File: src/rtl/tc_deser_if.sv
// tc_deser_if
// Bundles the serial input side and the parallel word handshake of the
// two's complement deserializer.
//
// Parameter:
//   N           word width in bits (2..32)
// Signals:
//   b_in        serial data bit, LSB of the word first
//   b_valid     qualifies b_in for the current cycle
//   clr         synchronous frame restart
//   word        assembled word, stable while word_valid=1
//   word_valid  output buffer holds an unconsumed word
//   word_ready  consumer accepts word when word_valid=1
//   overrun     sticky flag: a completed word was dropped
//   ovf         only with TC_OVF_FLAG_EN: held word is 1 followed by N-1 zeros
// Modports:
//   master      the deserializer (drives word/word_valid/overrun[/ovf])
//   slave       the environment (drives serial bits, clr and word_ready)
// Optional feature macro: TC_OVF_FLAG_EN
interface tc_deser_if #(
    parameter int N = 8
);
    logic         b_in;
    logic         b_valid;
    logic         clr;
    logic [N-1:0] word;
    logic         word_valid;
    logic         word_ready;
    logic         overrun;
`ifdef TC_OVF_FLAG_EN
    logic         ovf;

    modport master (
        input  b_in, b_valid, clr, word_ready,
        output word, word_valid, overrun, ovf
    );

    modport slave (
        output b_in, b_valid, clr, word_ready,
        input  word, word_valid, overrun, ovf
    );
`else
    modport master (
        input  b_in, b_valid, clr, word_ready,
        output word, word_valid, overrun
    );

    modport slave (
        output b_in, b_valid, clr, word_ready,
        input  word, word_valid, overrun
    );
`endif
endinterface

File: src/rtl/tc_deser.sv
// tc_deser
// Serial-to-parallel collector for the bit-serial two's complement
// generator. Assembles N-bit words (LSB first) and presents each completed
// word through a single-entry output buffer with a valid/ready handshake.
// Words completing while the buffer is full and not being drained are
// dropped and recorded in a sticky overrun flag.
//
// Parameter:
//   N       word width in bits (2..32)
// Ports:
//   clk     rising-edge clock
//   rst     asynchronous active-high reset
//   bus     tc_deser_if.master (serial input, word handshake, overrun[, ovf])
// Optional feature macro: TC_OVF_FLAG_EN
//   When defined, an ovf flag is loaded alongside each word; it is 1 when
//   the word equals 1 followed by N-1 zeros (the negation that overflows).
module tc_deser #(
    parameter int N = 8
) (
    input  logic          clk,
    input  logic          rst,
    tc_deser_if.master    bus
);

    localparam int CW = $clog2(N);

    localparam logic [0:0] ST_EMPTY = 1'b0;
    localparam logic [0:0] ST_FULL  = 1'b1;

    logic [N-1:0]  sreg_q, sreg_d;
    logic [CW-1:0] cnt_q, cnt_d;
    logic [N-1:0]  word_q, word_d;
    logic [0:0]    state_q, state_d;
    logic          overrun_q, overrun_d;

    logic          complete;
    logic [N-1:0]  completed;

    // A bit arriving together with clr is discarded, so it can never
    // complete a word.
    assign completed = {bus.b_in, sreg_q[N-1:1]};
    assign complete  = bus.b_valid && !bus.clr && (cnt_q == CW'(N - 1));

    // Shift register and bit counter; clr restarts the frame.
    always_comb begin
        sreg_d = sreg_q;
        cnt_d  = cnt_q;
        if (bus.clr) begin
            sreg_d = '0;
            cnt_d  = '0;
        end else if (bus.b_valid) begin
            sreg_d = completed;
            cnt_d  = (cnt_q == CW'(N - 1)) ? '0 : cnt_q + CW'(1);
        end
    end

    // Single-entry output buffer. A drain and a new completion on the same
    // edge replace the word without a bubble, which keeps back-to-back
    // words at full rate.
    always_comb begin
        state_d   = state_q;
        word_d    = word_q;
        overrun_d = overrun_q;
        case (state_q)
            ST_EMPTY: begin
                if (complete) begin
                    word_d  = completed;
                    state_d = ST_FULL;
                end
            end
            default: begin
                if (bus.word_ready) begin
                    if (complete) begin
                        word_d = completed;
                    end else begin
                        state_d = ST_EMPTY;
                    end
                end else if (complete) begin
                    overrun_d = 1'b1;
                end
            end
        endcase
    end

    always_ff @(posedge clk or posedge rst) begin
        if (rst) begin
            sreg_q    <= '0;
            cnt_q     <= '0;
            word_q    <= '0;
            state_q   <= ST_EMPTY;
            overrun_q <= 1'b0;
        end else begin
            sreg_q    <= sreg_d;
            cnt_q     <= cnt_d;
            word_q    <= word_d;
            state_q   <= state_d;
            overrun_q <= overrun_d;
        end
    end

    assign bus.word       = word_q;
    assign bus.word_valid = (state_q == ST_FULL);
    assign bus.overrun    = overrun_q;

`ifdef TC_OVF_FLAG_EN
    logic ovf_q, ovf_d;

    // The flag follows the word buffer exactly: it changes only when a new
    // word is loaded.
    always_comb begin
        ovf_d = ovf_q;
        if (complete && ((state_q == ST_EMPTY) || bus.word_ready)) begin
            ovf_d = (completed == {1'b1, {(N - 1){1'b0}}});
        end
    end

    always_ff @(posedge clk or posedge rst) begin
        if (rst) begin
            ovf_q <= 1'b0;
        end else begin
            ovf_q <= ovf_d;
        end
    end

    assign bus.ovf = ovf_q;
`endif

endmodule
File: src/flat_wrapper.sv
// flat-port wrapper written by rule: the top's interface ports become plain ports
module tc_deser_flat 
#(
    parameter int N = 8
)
  (clk, rst, bus_b_in, bus_b_valid, bus_clr, bus_word_ready, bus_word, bus_word_valid, bus_overrun);
  tc_deser_if #(.N(N)) bus_i ();
  input  logic clk;
  input  logic rst;
  input wire logic [$bits(bus_i.b_in)-1:0] bus_b_in;
  input wire logic [$bits(bus_i.b_valid)-1:0] bus_b_valid;
  input wire logic [$bits(bus_i.clr)-1:0] bus_clr;
  input wire logic [$bits(bus_i.word_ready)-1:0] bus_word_ready;
  output wire logic [$bits(bus_i.word)-1:0] bus_word;
  output wire logic [$bits(bus_i.word_valid)-1:0] bus_word_valid;
  output wire logic [$bits(bus_i.overrun)-1:0] bus_overrun;
  assign bus_i.b_in = bus_b_in;
  assign bus_i.b_valid = bus_b_valid;
  assign bus_i.clr = bus_clr;
  assign bus_i.word_ready = bus_word_ready;
  assign bus_word = bus_i.word;
  assign bus_word_valid = bus_i.word_valid;
  assign bus_overrun = bus_i.overrun;
  tc_deser #(.N(N)) u_core (.clk(clk), .rst(rst), .bus(bus_i));
endmodule
File: config.mk
export PLATFORM = sky130hd
export DESIGN_NAME = tc_deser_flat
export DESIGN_NICKNAME = d
export VERILOG_FILES = /design/src/rtl/tc_deser_if.sv /design/src/rtl/tc_deser.sv /design/src/flat_wrapper.sv
export SDC_FILE = /design/constraint.sdc
export NUM_CORES = 1
export LEC_CHECK = 0
export CAP_MARGIN = 25
export CORE_ASPECT_RATIO = 1.1
export CORE_MARGIN = 10
export CORE_UTILIZATION = 53
export DETAILED_ROUTE_END_ITERATION = 7
export PLACE_DENSITY_LB_ADDON = 0.2
export SKIP_CTS_REPAIR_TIMING = 1
export SLEW_MARGIN = 30
export SYNTH_ARGS = -nofsm -noshare
export SYNTH_HDL_FRONTEND = slang
export SYNTH_SLANG_ARGS = --single-unit
File: constraint.sdc
create_clock -name clk -period 2.5 [get_ports clk]
set_input_delay 0.25 -clock clk [delete_from_list [all_inputs] [get_ports clk]]
set_output_delay 0.25 -clock clk [all_outputs]
set_load 0.01 [all_outputs]
==> results of run 1 <==
-- worst min path at each step --
stage	from	endpoint	cells past startpoint
global route	rst	u_core.bus.word[1]$_DFFE_PP0P_	2
finish	rst	u_core.bus.word[1]$_DFFE_PP0P_	2
CTS	rst	u_core.bus.word[1]$_DFFE_PP0P_	2
detailed placement	u_core.bus.overrun$_DFFE_PP0P_	u_core.bus.overrun$_DFFE_PP0P_	1
global placement	u_core.sreg_q[1]$_DFFE_PP0P_	u_core.bus.word[0]$_DFFE_PP0P_	1
floorplan	rst	u_core.bus.overrun$_DFFE_PP0P_	1
-- power breakdown --
part	switching [W]	internal [W]
registers	0.00000361	0.000328
clock network	0.0000936	0.0000885
logic	0.0000180	0.0000177
total	0.000115	0.000434
-- synth_stat cells (2+ instances only) --
master	n
mux2_4	8
dfrtp_1	20
nor2_1	11
ha_1	2
mux2i_1	10
-- sequential cells by signal (all words and copies together), names as in the netlist --
name	count
u_core.cnt_q	3
u_core.bus.word_valid	1
u_core.bus.word	8
u_core.bus.overrun	1
u_core.sreg_q	7
-- cells by family (layout without fill, tap and decap cells) --
| kind of cell | after synthesis | after routing | synth area share, % |
|---|---|---|---|
| fa+ha+maj | 2 | 2 | 2.869 |
| simple gates | 15 | 15 | 10.62 |
| flops | 20 | 20 | 57.39 |
| buf+inv | 4 | 21 | 3.012 |
| compound gates | 1 | 1 | 0.8612 |
| mux | 18 | 18 | 25.25 |
-- layout make-up --
type	count	area, um^2	area share [%]
Sequential cell	20	500.5	47.00
Multi-Input combinational cell	36	345.3	32.43
Timing Repair Buffer	16	157.7	14.81
Clock buffer	4	36.28	3.408
Tap cell	17	21.27	1.998
Inverter	1	3.754	0.3525
-- through the flow --
stage,util (%),instance area (um^2)
after global routing,68.35,1065
final,68.35,1065
after detailed placement,66.02,1028
after CTS,68.35,1065
after global placement,66.02,1028
after floorplan,-,872.1
-- per-layer routing --
layer / track usage [%] / share of wire [%] / vias to the layer above / wire [um]
met5: 0 / 0 / - / 0
met3: 3.455 / 8.6 / 2 / 115
met4: 2.586 / 0.98 / 0 / 13
li1: - / - / 231 / -
met1: 9.167 / 46 / 241 / 613
met2: 10.90 / 44 / 13 / 589
-- critical path: stages, from the launching register on --
cell	delay, ps
dfrtp_1	390
ha_1	160
ha_1	210
nand3b_4	110
nor2b_4	310
mux2_4	330
-- cell usage in the layout (no fill, tap or decap) --
cell             synthesis  layout
dfrtp_1                 20      20
clkdlybuf4s50_1          0      15
nor2_1                  11      11
mux2i_1                 10      10
mux2_4                   8       8
clkbuf_4                 0       3
ha_1                     2       2
nand3b_4                 1       1
nand2b_4                 1       1
nor2b_4                  1       1
nand2_1                  1       1
inv_1                    1       1
o21bai_1                 1       1
clkbuf_8                 0       1
buf_4                    1       1
==> flow_summary.toml, run 1 <==
[worst_setup_path]
arrival_ps = 1800
rr_startpoint = "u_core.cnt_q[0]$_DFFE_PP0P_"
crit_start = "u_core.cnt_q[0]$_DFFE_PP0P_"
r2r_cells = 5
reg2reg_to = "u_core.bus.word[1]$_DFFE_PP0P_"
cp-start-kind = "flip-flop"
r2r_slack_ps = 880
path_class = "reg -> reg"
setup.worst_path.end_class = "flip-flop"
worstPathRequired_ps = 2680
endpoint = "u_core.bus.word[1]$_DFFE_PP0P_"
path_max_fanout = 8

[synthesis]
syn_nets = 68
synthCells = 60
synth_ff_type = "dfrtp_1"
syn_area_um2 = 872.1
async_flop_share_pct = 100.0
synth_edf_count = 0
synth_area_leaders = "dfrtp_1 (57%), mux2_4 (14%), mux2i_1 (11%), nor2_1 (4.7%), ha_1 (2.9%)"
synth.distinct_cells = 14
synth_area_per_cell_um2 = 14.53
yosys.area.top_type = "dfrtp_1"
synth.top_cell.area_share_pct = 57.39
ys_ff_latch = 20
yosysSeqAreaShare_pct = 57.39
yosys_warnings = 0

[floorplanning]
initial_core_util_pct = 55.98
die_h_um = 62.55
die_area_um2 = 3670
core_um2 = 1558
io_pins = 16
dieWidth_um = 58.68
core.rowCount = 15

[clock_network]
path_clk_slew_ps = 110
cts_made_buffers = 3
clockRootBuffer = "clkbuf_4"
cts_sinks = 20
htree_levels = 1
cts_tree = "done"
cts_buffer_depth = 2
clk_latency_ps = 290

[sta]
clock.fmax_mhz = 616.4
relSlewSlack_pct = 51.76
fin_hold_ws_ps = 366.8
skew_ps = 3.134
setup_tns_ps = 0
hold_viol = 0
fin_crit_ps = 1622
fin_crit_sh_pct = 64.89
rsz0062_at_grt = "no"
worst_pin_slew_ps = 722.7
slew_viol_final = 0
setup_viol = 0
setup_ws_ps = 877.6

[route]
drt-initial-drc-count = 4
drc = 0
viasPerCell = 5.181
vias = 487
wl_per_cell_um = 14.17
firstDrtPassIters = 4
drt-total-wl_um = 1332
detail-route-antenna-nets = 0

[layout]
final_cell_count_no_fill = 94
fillers = 116
area_growth_pct = 22.09
nets = 86
antenna_cells = 0
drive_gt1_share_pct = 20.78

[grt]
grt_pass1_vias = 493
grt_util_all_layers_pct = 7.415
antenna_found_initial = 0
grt_start_max_net_pins = 21
globalRouteOverflowTotal = 0
grt_pass1_wl_um = 2221

[place]
place_congestion = 0.7244
portBuffers = 15
place_inst = 90
pre_cts_slack_ps = 601.4

[worst_hold_path]
hp-class = "in -> async"

[power]
total_power_w = 0.0005497
pwr_density_cell_nw_per_um2 = 516.2
power.leakage_nw = 0.5557
peakVddDrop_v = 0.0003563

[status]
status = "finished clean"

[job]
maxCapViolCount = 0
Power figures use the tool's default switching activity.
==> run 2, diff against run 1 <==
- CORE_UTILIZATION: 53 -> 44
- clock period: 2.5 -> 1.3 ns (I/O delays scaled with it)
==> run 2 against run 1 <==
The run now ends with negative setup slack left. Worst hold slack worse by 220 ps. Via count is 7.4% higher. Sequential cell count stayed put. Clock skew is 2.8 ps higher. Setup slack worse by 1100 ps. Largest power group unchanged. Final cell count is 18% higher. First-iteration DRC count is 100% lower. Combinational power is 130% higher. Sequential power is 92% higher. Maximum frequency is 8.3% higher. Clock-buffer cell count is 1 lower.
==> flow_summary.toml, run 2 (synthesized netlist as in run 1, its figures left out) <==
[clock_network]
cts_tree = "done"
path_clk_slew_ps = 120
clockRootBuffer = "clkbuf_4"
cts_sinks = 20
clk_latency_ps = 290
cts_buffer_depth = 2
htree_levels = 1
cts_made_buffers = 3

[place]
placed_cell_area_um2 = 1114
place_inst = 106
place_congestion = 0.6601
portBuffers = 15
dp_hpwl_um = 1130
pre_cts_slack_ps = -178.7

[layout]
antenna_cells = 0
final_cell_count_no_fill = 111
final_util_pct = 65.22
nets = 93
post-route-cell-area_um2 = 1201
regArea_um2 = 500.5
drive_gt1_share_pct = 30.95
largest_register_ffs = 8
layout_common_cells = "dfrtp_1 (20), mux2i_1 (10), nor2_1 (10), dlymetal6s2s_1 (10), mux2_4 (8)"
fillers = 151
final_common_cell = "dfrtp_1"
multi_input_area_um2 = 362.8
area_growth_pct = 37.73

[worst_setup_path]
cp-start-kind = "flip-flop"
crit_family = "flip-flops"
worstPathRequired_ps = 1490
r2r_cells = 6
path_cells = "ha_2 -> ha_4 -> nand3b_4 -> nor2b_4 -> buf_12 -> mux2_4"
crit_slowest_cell = "dfrtp_1"
r2r_slack_ps = -200
crit_start = "u_core.cnt_q[0]$_DFFE_PP0P_"
path_max_fanout = 8
endpoint = "u_core.bus.word[5]$_DFFE_PP0P_"
path_class = "reg -> reg"
arrival_ps = 1680
max_stage_delay_ps = 380
rr_startpoint = "u_core.cnt_q[0]$_DFFE_PP0P_"
path_depth = 6
crit_buf_inv = 1
setup.worst_path.end_class = "flip-flop"
reg2reg_to = "u_core.bus.word[5]$_DFFE_PP0P_"

[sta]
fin_crit_ps = 1499
slew_viol_final = 0
skew_ps = 5.961
setup_viol = 8
fin_crit_sh_pct = 115.3
clock.fmax_mhz = 667.3
hold_viol = 0
relSlewSlack_pct = 83.35
rsz0062_at_grt = "yes"
worst_pin_slew_ps = 249.7
setup_ws_ps = -198.7

[route]
drt-initial-drc-count = 0
viasPerCell = 4.712
firstDrtPassIters = 1
drc = 0
detail-route-antenna-nets = 0
drt-total-wl_um = 1510
wl_per_cell_um = 13.60
vias = 523

[grt]
grt_start_max_net_pins = 21
grt_pass1_vias = 573
globalRouteOverflowTotal = 0
antenna_found_initial = 0
grt_util_all_layers_pct = 7.830
grt_pass1_wl_um = 2663

[floorplanning]
die_h_um = 66.69
initial_core_util_pct = 47.35
core.rowCount = 16
io_pins = 16
core_um2 = 1842
die_area_um2 = 4164
dieWidth_um = 62.45

[worst_hold_path]
hp-class = "in -> async"

[power]
power.leakage_nw = 0.7820
pwr_density_cell_nw_per_um2 = 1016
peakVddDrop_v = 0.0007302

[status]
status = "finished with violations"
violations = "negative setup slack"

[job]
maxCapViolCount = 0
-- run 2: changes by cell type in the layout (fill, tap and decap cells not counted), sizes merged --
| cell | previous run | this run |
|---|---|---|
| dlymetal6s2s | 0 | 10 |
| bufinv | 0 | 1 |
| clkdlybuf4s50 | 15 | 5 |
| clkbuf | 4 | 3 |
| buf | 1 | 8 |
-- run 2: power breakdown --
part            total, W  switching, W  internal (W)
clock           0.000500      0.000189      0.000311
sequential      0.000638    0.00000688      0.000631
combinational  0.0000824     0.0000390     0.0000434
total            0.00122      0.000235      0.000986
-- run 2: per-layer routing --
metal | routed length (um) | part of all wire, % | global-route usage (%) | up-vias
met5 | 0 | 0 | 0 | -
met4 | 13 | 0.86 | 3.352 | 0
met3 | 66 | 4.4 | 3.177 | 2
met2 | 786 | 52 | 13.97 | 9
met1 | 643 | 43 | 8.043 | 263
li1 | - | - | - | 249
-- run 2: stage by stage --
stage	hold slack (ps)	power (W)	setup TNS, ps
4_1_cts	153.6	0.001228	-2088
6_report	148.6	0.001221	-1464
3_5_place_dp	473.9	0.0007343	-1379
2_1_floorplan	93.83	0.0006954	-1004
3_3_place_gp	461.2	0.0007297	-1196
5_1_grt	143.1	0.001275	-1807
-- run 2: worst reg2reg max path, cell delays in order, from the launching register on --
cell,delay (ps)
dfrtp_1,380
ha_2,200
ha_4,150
nand3b_4,90
nor2b_4,130
buf_12,140
mux2_4,300
-- run 2: cell type report --
cell class / count / area share [%]
timing repair buffer: 23 / 20.63
inverter: 1 / 0.3125
clock inverter: 1 / 2.500
tap: 27 / 2.813
clock buffer: 3 / 1.875
sequential: 20 / 41.67
multi-input combinational: 36 / 30.21
-- run 2: worst min path at each step --
stage | startpoint | cells past startpoint | slack [ps] | to
floorplan | rst | 1 | 90 | u_core.bus.overrun$_DFFE_PP0P_
global placement | u_core.bus.overrun$_DFFE_PP0P_ | 1 | 460 | u_core.bus.overrun$_DFFE_PP0P_
detailed placement | u_core.bus.overrun$_DFFE_PP0P_ | 1 | 470 | u_core.bus.overrun$_DFFE_PP0P_
CTS | rst | 3 | 150 | u_core.sreg_q[7]$_DFFE_PP0P_
global route | rst | 3 | 140 | u_core.bus.word[1]$_DFFE_PP0P_
finish | rst | 3 | 150 | u_core.sreg_q[2]$_DFFE_PP0P_
==> run 3, diff against run 2 <==
- GPL_TIMING_DRIVEN: default -> 0
==> run 3 against run 2 <==
The flow still finishes with violations (negative setup slack). Via count fell by 2.1%. Core utilization fell by 1.0 points. Setup slack improved by 12 ps. Global-route usage shrank 0.065 points. Largest power group unchanged. Clock skew is 2.6 ps lower. Sequential power about the same.
==> flow_summary.toml, run 3 (synthesized netlist as in run 1, its figures left out) <==
[sta]
relSlewSlack_pct = 50.26
worst_pin_slew_ps = 745.3
setup_viol = 8
fin_crit_sh_pct = 114.4
fin_crit_ps = 1487
skew_ps = 3.364
hold_viol = 0
clock.fmax_mhz = 672.5
rsz0062_at_grt = "yes"
setup_ws_ps = -187.0
slew_viol_final = 0

[floorplanning]
io_pins = 16
die_area_um2 = 4164
core.rowCount = 16
initial_core_util_pct = 47.35
dieWidth_um = 62.45
die_h_um = 66.69
core_um2 = 1842

[clock_network]
cts_tree = "done"
cts_buffer_depth = 2
path_clk_slew_ps = 110
clockRootBuffer = "clkbuf_4"
htree_levels = 1
clk_latency_ps = 290
cts_made_buffers = 3
cts_sinks = 20

[place]
place_congestion = 0.6810
portBuffers = 15
place_inst = 102
placed_cell_area_um2 = 1071
dp_hpwl_um = 977.7

[worst_setup_path]
path_class = "reg -> reg"
worstPathRequired_ps = 1490
path_max_fanout = 8
cp-start-kind = "flip-flop"
arrival_ps = 1680
r2r_cells = 6
setup.worst_path.end_class = "flip-flop"

[grt]
globalRouteOverflowTotal = 0
antenna_found_initial = 0
grt_util_all_layers_pct = 7.765
grt_start_max_net_pins = 21
grt_pass1_wl_um = 2615
grt_pass1_vias = 575

[layout]
nets = 92
final_util_pct = 64.20
final_cell_count_no_fill = 110
drive_gt1_share_pct = 27.71
layout_common_cells = "dfrtp_1 (20), nor2_1 (11), mux2i_1 (10), dlymetal6s2s_1 (10), mux2_4 (8)"
area_growth_pct = 35.58
antenna_cells = 0
post-route-cell-area_um2 = 1182
largest_register_ffs = 8
final_common_cell = "dfrtp_1"

[power]
p_comb_share_pct = 6.5
swShare_pct = 18.89
pwr_density_cell_nw_per_um2 = 1026
power.switching_w = 0.0002291
p_int_w = 0.0009839
peakVddDrop_v = 0.0006251
power.leakage_nw = 0.7732
power_frac_clock_pct = 40.9
total_power_w = 0.001213
pwr-share-seq_pct = 52.6

[route]
firstDrtPassIters = 2
vias = 512
drt-initial-drc-count = 3
drt-total-wl_um = 1416
detail-route-antenna-nets = 0
drc = 0
viasPerCell = 4.655
wl_per_cell_um = 12.87

[status]
status = "finished with violations"
violations = "negative setup slack"

[worst_hold_path]
hp-class = "in -> async"

[job]
maxCapViolCount = 0
==> run 3: cell types whose count changed in the layout (fill, tap and decap cells not counted), sizes merged <==
cell    previous run  this run
buf                8         6
clkbuf             3         4
==> run 3: critical path, cell delays in order (launching register included) <==
cell      delay (ps)
dfrtp_1          370
ha_2             200
ha_4             140
nand3b_4          90
nor2b_4          130
buf_8            150
mux2_4           300
==> run 3: path summary, 6_finish.rpt <==
path                            slack, ps                            from                               to
worst max-delay path                 -190     u_core.cnt_q[0]$_DFFE_PP0P_   u_core.bus.word[5]$_DFFE_PP0P_
worst min-delay path                  250                             rst      u_core.cnt_q[2]$_DFFE_PP0P_
min in group clk                      470                  bus_word_ready  u_core.bus.word_valid$_DFF_PP0_
max in group asynchronous             580                             rst      u_core.cnt_q[1]$_DFFE_PP0P_
worst min register to register        490  u_core.bus.overrun$_DFFE_PP0P_   u_core.bus.overrun$_DFFE_PP0P_
worst max register to register       -190     u_core.cnt_q[0]$_DFFE_PP0P_   u_core.bus.word[5]$_DFFE_PP0P_
==> run 3: power by group through the flow <==
stage / Sequential, W / Clock [W] / Combinational [W]
3_5_place_dp: 0.000651 / 0 / 0.0000737
2_1_floorplan: 0.000649 / 0 / 0.0000466
3_3_place_gp: 0.000650 / 0 / 0.0000722
4_1_cts: 0.000639 / 0.000516 / 0.0000740
6_report: 0.000638 / 0.000496 / 0.0000793
5_1_grt: 0.000640 / 0.000549 / 0.0000899
==> run 3: final cells by class <==
type                    instances  area [um^2]
repair buffers                 19        205.2
clock inverters                 1        30.03
well taps                      27        33.78
flip-flops and latches         20        500.5
fillers                       165        659.4
inverters                       1        3.754
plain buffers                   3        26.28
multi-input cells              36        360.3
clock buffers                   3        22.52
==> run 3: layer usage <==
metal  vias to the layer above  global-route usage (%)  part of all wire, %
li1                        247                       -                    -
met4                         0                   4.190                 0.99
met2                         9                   12.18                   45
met5                         -                       0                    0
met1                       254                   9.126                   50
met3                         2                   2.843                  3.5
==> run 3: through the flow <==
| step | hold slack [ps] | setup WS [ps] | setup TNS (ps) |
|---|---|---|---|
| detailed placement | 473.9 | -218.3 | -1713 |
| floorplan | 93.83 | -125.5 | -1004 |
| global route | 307.2 | -277.4 | -2182 |
| finish | 252.2 | -187.0 | -1464 |
| CTS | 276.5 | -247.3 | -2537 |
| global placement | 460.4 | -201.7 | -1595 |
